<file path="config.mk">
export PLATFORM = sky130hd
export DESIGN_NAME = simon_sequencer
export DESIGN_NICKNAME = d
export VERILOG_FILES = /design/src/rtl/simon_sequencer.sv
export SDC_FILE = /design/constraint.sdc
export NUM_CORES = 1
export LEC_CHECK = 0
export CORE_MARGIN = 5
export CORE_UTILIZATION = 45
export CTS_CLUSTER_DIAMETER = 50
export DETAILED_ROUTE_END_ITERATION = 6
export PLACE_DENSITY = 0.64
export SYNTH_ARGS = -nofsm -noshare
export SYNTH_HDL_FRONTEND = slang
export SYNTH_SLANG_ARGS = --single-unit
</file>
<file path="constraint.sdc">
create_clock -name clk -period 4.95 [get_ports clk]
set_clock_uncertainty 0.2 [all_clocks]
set_input_delay 0.495 -clock clk [delete_from_list [all_inputs] [get_ports clk]]
set_output_delay 0.495 -clock clk [all_outputs]
set_load 0.1 [all_outputs]
</file>
<file path="src/rtl/simon_sequencer.sv">
// rtl/simon_sequencer.sv - Simon game sequence engine: extend, play back, check player input
module simon_sequencer #(
  parameter int MAX_LEN    = 32,
  parameter int ON_CYCLES  = 4,
  parameter int OFF_CYCLES = 2,
  parameter int LW         = $clog2(MAX_LEN + 1)
) (
  input  logic          clk,
  input  logic          rst,
  input  logic          start,
  input  logic [7:0]    rnd_in,
  output logic          rnd_tick,
  input  logic          btn_valid,
  input  logic [1:0]    btn_color,
  output logic          led_valid,
  output logic [1:0]    led_color,
  output logic          await_input,
  output logic          round_done,
  output logic          win,
  output logic          fail,
  output logic [LW-1:0] round_len
);

  // S_DONE/S_WIN/S_FAIL are the one-cycle strobe states, so every output stays Moore.
  typedef enum logic [2:0] {
    S_IDLE, S_EXTEND, S_PLAY_ON, S_PLAY_OFF, S_INPUT, S_DONE, S_WIN, S_FAIL
  } state_t;

  localparam int AW   = (MAX_LEN > 1) ? $clog2(MAX_LEN) : 1;
  localparam int TMAX = (ON_CYCLES > OFF_CYCLES) ? ON_CYCLES : OFF_CYCLES;
  localparam int TW   = (TMAX > 1) ? $clog2(TMAX) : 1;
  localparam logic [TW-1:0] ON_LAST  = TW'(ON_CYCLES - 1);
  localparam logic [TW-1:0] OFF_LAST = TW'(OFF_CYCLES - 1);
  localparam logic [LW-1:0] LEN_MAX  = LW'(MAX_LEN);

  logic [1:0]    mem [MAX_LEN];
  state_t        state_q, state_d;
  logic [LW-1:0] len_q, len_d, play_q, play_d, chk_q, chk_d, last_idx;
  logic [TW-1:0] tmr_q, tmr_d;
  logic          unused_rnd;

  assign last_idx   = len_q - LW'(1);
  assign unused_rnd = ^rnd_in[7:2];

  always_comb begin
    state_d = state_q;
    len_d   = len_q;
    play_d  = play_q;
    chk_d   = chk_q;
    tmr_d   = tmr_q;
    if (start) begin
      state_d = S_EXTEND;
      len_d   = '0;
    end else begin
      case (state_q)
        S_EXTEND: begin
          len_d   = len_q + LW'(1);
          play_d  = '0;
          tmr_d   = '0;
          state_d = S_PLAY_ON;
        end
        S_PLAY_ON: begin
          if (tmr_q == ON_LAST) begin
            tmr_d   = '0;
            state_d = S_PLAY_OFF;
          end else begin
            tmr_d = tmr_q + TW'(1);
          end
        end
        S_PLAY_OFF: begin
          if (tmr_q == OFF_LAST) begin
            tmr_d = '0;
            if (play_q == last_idx) begin
              chk_d   = '0;
              state_d = S_INPUT;
            end else begin
              play_d  = play_q + LW'(1);
              state_d = S_PLAY_ON;
            end
          end else begin
            tmr_d = tmr_q + TW'(1);
          end
        end
        S_INPUT: begin
          if (btn_valid) begin
            if (btn_color != mem[chk_q[AW-1:0]]) state_d = S_FAIL;
            else if (chk_q != last_idx)          chk_d   = chk_q + LW'(1);
            else if (len_q == LEN_MAX)           state_d = S_WIN;
            else                                 state_d = S_DONE;
          end
        end
        S_DONE:         state_d = S_EXTEND;
        S_WIN, S_FAIL:  state_d = S_IDLE;
        default:        state_d = state_q;
      endcase
    end
  end

  always_ff @(posedge clk or posedge rst) begin
    if (rst) begin
      state_q <= S_IDLE;
      len_q   <= '0;
      play_q  <= '0;
      chk_q   <= '0;
      tmr_q   <= '0;
    end else begin
      state_q <= state_d;
      len_q   <= len_d;
      play_q  <= play_d;
      chk_q   <= chk_d;
      tmr_q   <= tmr_d;
    end
  end

  // The captured colour is the LFSR value before the tick advances it.
  always_ff @(posedge clk) begin
    if (state_q == S_EXTEND && !start) mem[len_q[AW-1:0]] <= rnd_in[1:0];
  end

  assign rnd_tick    = (state_q == S_EXTEND);
  assign led_valid   = (state_q == S_PLAY_ON);
  assign led_color   = led_valid ? mem[play_q[AW-1:0]] : 2'b00;
  assign await_input = (state_q == S_INPUT);
  assign round_done  = (state_q == S_DONE);
  assign win         = (state_q == S_WIN);
  assign fail        = (state_q == S_FAIL);
  assign round_len   = len_q;

endmodule

</file>
==> results.md <==
- The global router's overall resource usage is 0.1819.
- Of all nets on the critical path, the largest fanout is 17.
- The worst setup path is launched from a flip-flop.
- In the routed design, unresolved DRC markers number 0.
- The number of buffers inserted by port buffering is 21.
- The classification of the worst-slack hold path is reg -> reg.
- Of the cells placed in the final design, the portion with a size suffix greater than 1 is 0.1488.
- After detailed placement, the design holds a cell count of approximately 560.
- The hold violation total from the final report is 0.
- The count of distinct cell types in the synthesized netlist is 71.
- The floorplan step defined a die boundary enclosing about 14000 µm².
- The power per standard cell area is ~340 nW/µm².
- Across all hold checks on the routed design, the worst slack comes to 0.3637 ns.
- The cell type of the slowest stage on the worst timing path is dfrtp_1.
- The max-slew violation count was 0.
- Entering global routing, the biggest net connects 33 pins.
- Routability-driven placement finished with a final weighted congestion of approximately 0.77.
- The post-synth design cell area is 5218 µm².
- Summed over all layers, the routed wires come to between 10 and 15 mm.
- Once the clock tree was built, the setup fixing pass inserted 0 buffers.
- The number of rows created at floorplan is 39.
- The area growth from synthesis to layout is 10.50%.
- The HPWL after detailed placement is 8.135 mm.
- 28 I/O pins were placed.
- The most frequent standard cell in the layout excluding fill and tap cells is edfxtp_1.
- The total overflow reported by the global router is 0.
- Setup repair after global routing left no endpoint under its margin.
- Averaged over all synthesized cells, the footprint is about 12 µm².
- The via count of the first global-routing pass is around 3700.
- The required time of the critical path is about 4.3 ns.
- The critical path goes through mux4_2, mux4_2, mux2i_1, nor2_1, buf_4.
- After detailed placement, the total cell area comes to around 5500 µm².
- In this run the static leakage power is around 2.0 nW.
- In the final routed layout, each cell accounts on average for approximately 21 µm.
- For this block, the initial DRC count from the detailed router was approximately 320.
- The number of antenna violations at the first check in global routing is 0.
- The root buffer cell is clkbuf_16.
- The clock net in this run drives a total of a little under 90 sinks.
- The slew at the pin with the worst max-slew slack is between 1 and 1.5 ns.
- The number of synthesized register bits is 87.
- The sum of negative setup slack is 0 ns.
- The post-route cell area is 5766 µm².
- The number of fillers in the final layout is 971.
- The number of vias after detailed routing is between 3000 and 4000.
- The run finished with clean final reports.
- Timing analysis after detailed placement gives a worst setup slack of around 1.5 ns.
- The per-cell via count in the routed design is around 6.2.
- The total core area is approximately 11000 µm².
- TritonCTS created 9 clock buffers.
- The final critical-path setup slack is approximately 1.2 ns.
- After clock tree synthesis, the clock-pin slew on the worst setup and hold paths is 0.06 ns.
- In this design, the stage delay of the slowest critical-path cell is between 1 and 1.5 ns.
- The number of detailed-route iterations in the first pass is 5.
- The first-pass GRT wire length is 19.93 mm.
- The maximum achievable frequency is 265.2 MHz.
- In the layout the commonest cells are 64 x edfxtp_1, 63 x nor2_1, 27 x nand2_1.
- For this run, the register share of the synthesized area comes to 0.4787.
- Once detail routing completed, the nets flagged for antenna violations numbered 0.
- The final count of negative-setup-slack endpoints is 0.
- The critical path is of the reg -> out type.
- The count of flip-flops with a built-in enable after synthesis is 64.
- The effective utilization at floorplan is 0.4589.
- The design draws slightly below 2 mW.
- The total number of nets in the final design is between 400 and 500.
- The most used flip-flop cell after synthesis is edfxtp_1.
- The endpoint class of the critical path is a primary output.
- The signal arrival time at the worst endpoint is 3.08 ns.
- The part of the cycle the worst path needs is 0.7618.
- The relative max-transition margin is 0.2343.
- The vertical die dimension is 117.7 µm.
- The number of warnings reported in the yosys synthesis log is 0.
- The number of nets produced by synthesis is approximately 450.
- The worst-case IR drop observed on VDD is approximately 0.18 mV.
- The clock period minus final worst setup slack is approximately 3.8 ns.
- The max-cap check violation count is 0.
- In the synthesized netlist the async set-or-reset flop fraction comes to 0.2644.
- The number of buffers between clock root and the deepest sink is 2.
- The most prevalent standard cell on the critical path is mux4_2.
- The number of H-tree branching levels is 3.
- The horizontal die dimension is roughly 120 µm.
- Synthesis handed over a netlist of 422 instances.
- TritonCTS built the clock tree.
- In this run, post-CTS repair resized a total of 0 instances.
- Measured on the finished design, the core utilization comes to 0.5071.
- The number of diodes added for antenna fixing is 0.
- The clock insertion delay at the later pin of the skew report is around 0.35 ns.
- The finished layout holds 573 standard cells, fillers aside.
- The number of buffers inserted by hold repair at cts is 0.
## metal layers
layer | vias up | global-route usage | part of all wire
met5 | - | 0 | 0
li1 | 1632 | - | -
met3 | 19 | 0.03123 | 0.059
met1 | 1783 | 0.2450 | 0.43
met2 | 129 | 0.2977 | 0.49
met4 | 0 | 0.06452 | 0.020
## layout make-up
class | count | area (µm²) | area share
multi-input cells | 295 | 2524 | 0.4377
flip-flops and latches | 87 | 2497 | 0.4332
inverters | 7 | 26.28 | 0.004557
well taps | 143 | 178.9 | 0.03103
clock buffers | 9 | 225.2 | 0.03906
repair buffers | 25 | 235.2 | 0.04080
clock inverters | 7 | 78.83 | 0.01367
## worst max-delay path, delay by kind of cell (launching register included)
family,cells,cell delay (ns)
mux,3,1.39
flops,1,1.02
simple gates,1,0.07
buf+inv,1,0.24
## synthesized netlist by cell type (10+ instances only)
| library cell | n | share of area |
|---|---|---|
| o21ai_0 | 12 | 0.012 |
| edfxtp_1 | 64 | 0.37 |
| nand3_1 | 11 | 0.011 |
| dfrtp_1 | 23 | 0.11 |
| clkbuf_1 | 20 | 0.014 |
| mux4_1 | 10 | 0.050 |
| nor2_1 | 63 | 0.045 |
| nand2_1 | 27 | 0.019 |
| ha_1 | 10 | 0.024 |
| xor2_1 | 11 | 0.018 |
| mux4_2 | 24 | 0.10 |
## cell families (layout without fill, tap and decap cells)
| group | count (synthesis) | count (layout) | share of synthesized area |
|---|---|---|---|
| flip-flops | 87 | 87 | 0.4787 |
| AND/OR/NAND/NOR | 164 | 164 | 0.1619 |
| AO/OA/AOI/OAI | 60 | 60 | 0.09041 |
| multiplexers | 44 | 44 | 0.1734 |
| adder cells (fa/ha/maj) | 10 | 10 | 0.02398 |
| buffers and inverters | 40 | 48 | 0.03765 |
| XOR/XNOR | 17 | 17 | 0.03405 |
## registers in the layout, summed over array words and instances, names as in the netlist
register and cells:
play_q 6, mem 64, tmr_q 2, state_q 3
round_len 6, chk_q 6
## final timing paths
check                                        from                        to  slack [ns]  cells after the start
min reg2reg                 play_q[5]$_DFFE_PP0P_     play_q[5]$_DFFE_PP0P_        0.36                      2
min in group asynchronous                     rst      tmr_q[0]$_DFFE_PP0P_        0.47                      2
max reg2reg                state_q[0]$_DFFE_PP0P_       mem[1][1]$_DFFE_PP_        1.66                      6
min                         play_q[5]$_DFFE_PP0P_     play_q[5]$_DFFE_PP0P_        0.36                      2
max                         play_q[0]$_DFFE_PP0P_              led_color[0]        1.18                      5
max in group asynchronous                     rst  round_len[2]$_DFFE_PP0N_        3.48                      2
## power breakdown
group,switching (mW),internal (mW)
Sequential,0.0711,0.799
Combinational,0.198,0.180
Clock,0.301,0.395
Total,0.570,1.37
(Power assumes the default switching activity.)
==> RTL edit 1 (config.mk and constraints unchanged) <==
`MAX_LEN`: 32 -> 128.
--- a/src/rtl/simon_sequencer.sv
+++ b/src/rtl/simon_sequencer.sv
@@ -1,5 +1,5 @@
 // rtl/simon_sequencer.sv - Simon game sequence engine: extend, play back, check player input
 module simon_sequencer #(
-  parameter int MAX_LEN    = 32,
+  parameter int MAX_LEN    = 128,
   parameter int ON_CYCLES  = 4,
   parameter int OFF_CYCLES = 2,
Interface: changed (resized round_len); port bits go from 28 to 30. No check against the original RTL was run, so the function may have changed too.
==> RTL edit 1 against the unedited design <==
Cell count grew to 2.6 times the old value. Worst setup slack got worse by 0.62 ns. Critical path depth increased by 3. Wire length rose to 3.3 times the old value. Power grew to 3.5 times the old value. Combinational power grew to 4.1 times the old value. Area after synthesis grew to 2.8 times the old value. Synthesized cell count grew 140%. Fmax is 14% lower. Clock power rose to 3.6 times the old value. Global-route usage increased by 4.2 points. Sequential cell count is 198 higher. Critical endpoint unchanged. Design area rose to 2.9 times the old value.
==> RTL edit 1: results <==
export IMPL_htree_levels=2
export IMPL_synth_xor_area_share_pct=2.485
export IMPL_dr_pass1_iters=6
export IMPL_r2r_end="chk_q[4]$_DFFE_PP0P_"
export IMPL_synth_edf_count=256
export IMPL_fin_hold_ws_ns=0.1575
export IMPL_cp_max_fo=26
export IMPL_min_period_ns=4.391
export IMPL_syn_avg_cell_area_um2=14.58
export IMPL_grt_pass1_wl_um=61360
export IMPL_synth_fa_ha_area_share_pct=0.5917
export IMPL_cp_data_arrival_time_ns=3.70
export IMPL_viasPerCell=6.406
export IMPL_grt_usage_pct=22.36
export IMPL_seqPwrFrac_pct=40.8
export IMPL_grt_pass1_vias=9709
export IMPL_synth_commonest_cells="edfxtp_1, nor2_1, mux4_2"
export IMPL_postSynth_asyncResetShare_pct=10.18
export IMPL_p_leak_uw=0.005107
export IMPL_placed_area_mm2=0.01549
export IMPL_wl_um=40320
export IMPL_outcome="finished, final reports clean"
export IMPL_largest_register_ffs=256
export IMPL_cts_clk_slew_worst_paths_ns=0.06
export IMPL_place_ws_ns=0.7387
export IMPL_ys_seq_area_share_pct=56.83
export IMPL_p_switching_uw=1991
export IMPL_placed_cells=1431
export IMPL_pg_comb_uw=1550
export IMPL_r2r_start="chk_q[0]$_DFFE_PP0P_"
export IMPL_maxSlewHeadroom_pct=20.32
export IMPL_r2r_slack_ns=0.75
export IMPL_clkLatencyLatePin_ns=0.53
export IMPL_numCtsBuffers=36
export IMPL_grt_max_degree=86
export IMPL_synth_compound_area_share_pct=6.432
export IMPL_fin_nets=1048
export IMPL_avgRoutedWirePerCell_um=26.97
export IMPL_drive_above_1_share_pct=20.51
export IMPL_ff2ff_path_depth=9
export IMPL_place_hpwl_um=25480
export IMPL_cts_buffer_depth=3
export IMPL_peakVddDrop_uv=271.0
export IMPL_synthesis_nets=1036
export IMPL_gp_congestion=0.8797
export IMPL_p_per_area_mw_per_mm2=409.4
export IMPL_hp_class="in -> async"
export IMPL_synth_distinct_cells=72
export IMPL_drt_initial_drc_count=940
==> RTL edit 1: cell count changes after synthesis, sizes merged, moves of 30 or more <==
cell,unedited run,this run
nor3,5,56
buf,13,43
edfxtp,64,256
mux2i,9,55
mux4,34,112
nor2,63,121
==> RTL edit 1: metal layers <==
metal  share of wire, %  up-vias  GRT usage [%]
li1                   -     4109              -
met1                 41     4918          31.11
met2                 48      466          35.88
met3                8.0       84          4.383
met4                3.2        0          7.044
met5                  0        -              0
==> RTL edit 1: critical path: stages, from the launching register on <==
cell	delay, ns
dfrtp_4	0.76
buf_4	0.35
mux4_2	0.55
mux4_2	0.53
nand2_1	0.13
o31ai_1	0.09
a211oi_1	0.33
a211oi_2	0.14
buf_4	0.25
==> RTL edit 1: cell type report <==
cell class / instances / area, um2
Clock buffer: 47 / 942.2
Clock inverter: 17 / 177.7
Timing Repair Buffer: 57 / 508.0
Inverter: 20 / 75.07
Tap cell: 442 / 553.0
Multi-Input combinational cell: 627 / 5932
Fill cell: 2779 / 15920
Sequential cell: 285 / 8426
==> RTL edit 2 (same flow settings) <==
Without the edit above. Register the inputs `btn_valid` and `btn_color` before use, cleared by the reset. The logic sees them one clock later. The other inputs are not delayed to match.
--- a/src/rtl/simon_sequencer.sv
+++ b/src/rtl/simon_sequencer.sv
@@ -33,4 +33,17 @@
   localparam logic [TW-1:0] OFF_LAST = TW'(OFF_CYCLES - 1);
   localparam logic [LW-1:0] LEN_MAX  = LW'(MAX_LEN);
+
+  logic btn_valid_q;
+  logic [1:0] btn_color_q;
+
+  always_ff @(posedge clk or posedge rst) begin
+    if (rst) begin
+      btn_valid_q <= '0;
+      btn_color_q <= '0;
+    end else begin
+      btn_valid_q <= btn_valid;
+      btn_color_q <= btn_color;
+    end
+  end
 
   logic [1:0]    mem [MAX_LEN];
@@ -83,6 +96,6 @@
         end
         S_INPUT: begin
-          if (btn_valid) begin
-            if (btn_color != mem[chk_q[AW-1:0]]) state_d = S_FAIL;
+          if (btn_valid_q) begin
+            if (btn_color_q != mem[chk_q[AW-1:0]]) state_d = S_FAIL;
             else if (chk_q != last_idx)          chk_d   = chk_q + LW'(1);
             else if (len_q == LEN_MAX)           state_d = S_WIN;
Behaviour: not the same (a bounded check fails within 10 cycles, from zero or initial values and one cycle with rst high).
==> RTL edit 2 against the unedited design <==
Design area shrank 5.7%. Sequential cell count grew 3. Global-route usage is 0.39 points lower. Power grew 16%. Area after synthesis fell by 4.7%. Cell count fell by 3.5%. First-iteration DRC count fell by 0.93%. Worst setup slack lost 0.067 ns. Non-clock buffer count fell by 2. Wire length down 8.5%. Register-to-register slack got worse by 0.16 ns. Hold slack worse by 0.00080 ns. Core utilization is 0.56 points lower.
==> RTL edit 2: results <==
export IMPL_synth_area_leaders="edfxtp_1, dfrtp_1, mux4_2"
export IMPL_crit_slowest_cell="clkdlybuf4s50_1"
export IMPL_peakVddDrop_uv=235.9
export IMPL_drt_initial_drc_count=318
export IMPL_gp_congestion=0.7979
export IMPL_route_met3_wl_um=516
export IMPL_synthesis_nets=427
export IMPL_m1WireLength_um=5077
export IMPL_crit_path_start="state_q[0]$_DFFE_PP0P_"
export IMPL_cts_root_buf="clkbuf_8"
export IMPL_synth_commonest_cells="edfxtp_1, nor2_1, mux2i_1"
export IMPL_p_leak_uw=0.001819
export IMPL_synth_ff_type="edfxtp_1"
export IMPL_placed_area_mm2=0.005229
export IMPL_cp_data_arrival_time_ns=3.14
export IMPL_clkLatencyLatePin_ns=0.38
export IMPL_wl_met2_um=5358
export IMPL_min_from="chk_q[5]$_DFFE_PP0P_"
export IMPL_wl_um=11150
export IMPL_outcome="finished, final reports clean"
export IMPL_tightest_slew_ns=1.089
export IMPL_ys_seq_area_share_pct=51.75
export IMPL_drive_above_1_share_pct=12.83
export IMPL_viasPerCell=5.897
export IMPL_dr_pass1_iters=4
export IMPL_grt_max_degree=39
export IMPL_cts_clk_slew_worst_paths_ns=0.10
export IMPL_grt_pass1_wl_um=17860
export IMPL_postSynth_asyncResetShare_pct=28.89
export IMPL_post_cts_setup_buffers=0
export IMPL_crit_family="buffers and inverters"
export IMPL_place_hpwl_um=7443
export IMPL_cp_max_fo=17
export IMPL_timing_critical_path_slowest_cell_delay_ns=1.29
export IMPL_grt_pass1_vias=3293
export IMPL_grt_usage_pct=17.81
export IMPL_synth_distinct_cells=49
==> RTL edit 2: path summary, 6_finish.rpt <==
| check | slack (ns) | cells past startpoint | end |
|---|---|---|---|
| setup / recovery | 1.11 | 2 | rnd_tick |
| hold / removal | 0.36 | 2 | chk_q[5]$_DFFE_PP0P_ |
| setup reg to reg | 1.50 | 4 | mem[19][0]$_DFFE_PP_ |
| hold reg to reg | 0.36 | 2 | chk_q[5]$_DFFE_PP0P_ |
| max in group asynchronous | 3.37 | 2 | chk_q[0]$_DFFE_PP0P_ |
| min in group asynchronous | 0.48 | 2 | play_q[1]$_DFFE_PP0P_ |
==> RTL edit 2: report_power, final <==
part           total, uW  internal, uW  switching (uW)
Sequential           961           847             114
Clock                535           244             291
Combinational        751           321             429
Total               2250          1410             835
==> RTL edit 2: area by class of cell <==
type	instances	area [um2]
sequential	90	2574
timing repair buffer	23	220.2
clock inverter	6	83.83
clock buffer	9	123.9
fill	981	5404
tap	140	175.2
multi-input combinational	276	2226
inverter	9	33.78
==> RTL edit 2: logic make-up (layout without fill, tap and decap cells) <==
kind of cell	after synthesis	in the layout	synth area share [%]
and+or+nand+nor	138	138	14.40
buffers and inverters	37	47	3.473
adders and majority gates	10	10	2.517
muxes	56	56	16.34
DFF	90	90	51.75
xor gates and xnor gates	26	26	5.135
AOI/OAI and AO/OA	46	46	6.393
==> RTL edit 2: worst register-to-register path: stages (launching register included) <==
cell,delay (ns)
dfrtp_1,0.63
nor3b_1,0.85
nor2b_1,0.65
nand2_1,0.50
nor2_1,0.32
==> RTL edit 2: per-stage QoR <==
step	total power, uW	std cells	hold slack, ns	util (%)	setup slack (ns)
2_1_floorplan	1561	403	0.3049	-	0.3678
6_report	2246	553	0.3629	50.15	1.112
3_3_place_gp	1720	538	0.3422	48.23	1.545
4_1_cts	2261	553	0.3512	50.15	1.092
3_5_place_dp	1732	538	0.3529	48.23	1.512
5_1_grt	2366	553	0.3557	50.15	0.9308
==> RTL edit 2: metal layers <==
metal / vias to the layer above / GRT usage (%)
met5: - / 0
met4: 0 / 5.712
met3: 13 / 4.474
met2: 72 / 28.28
met1: 1663 / 24.15
li1: 1513 / -
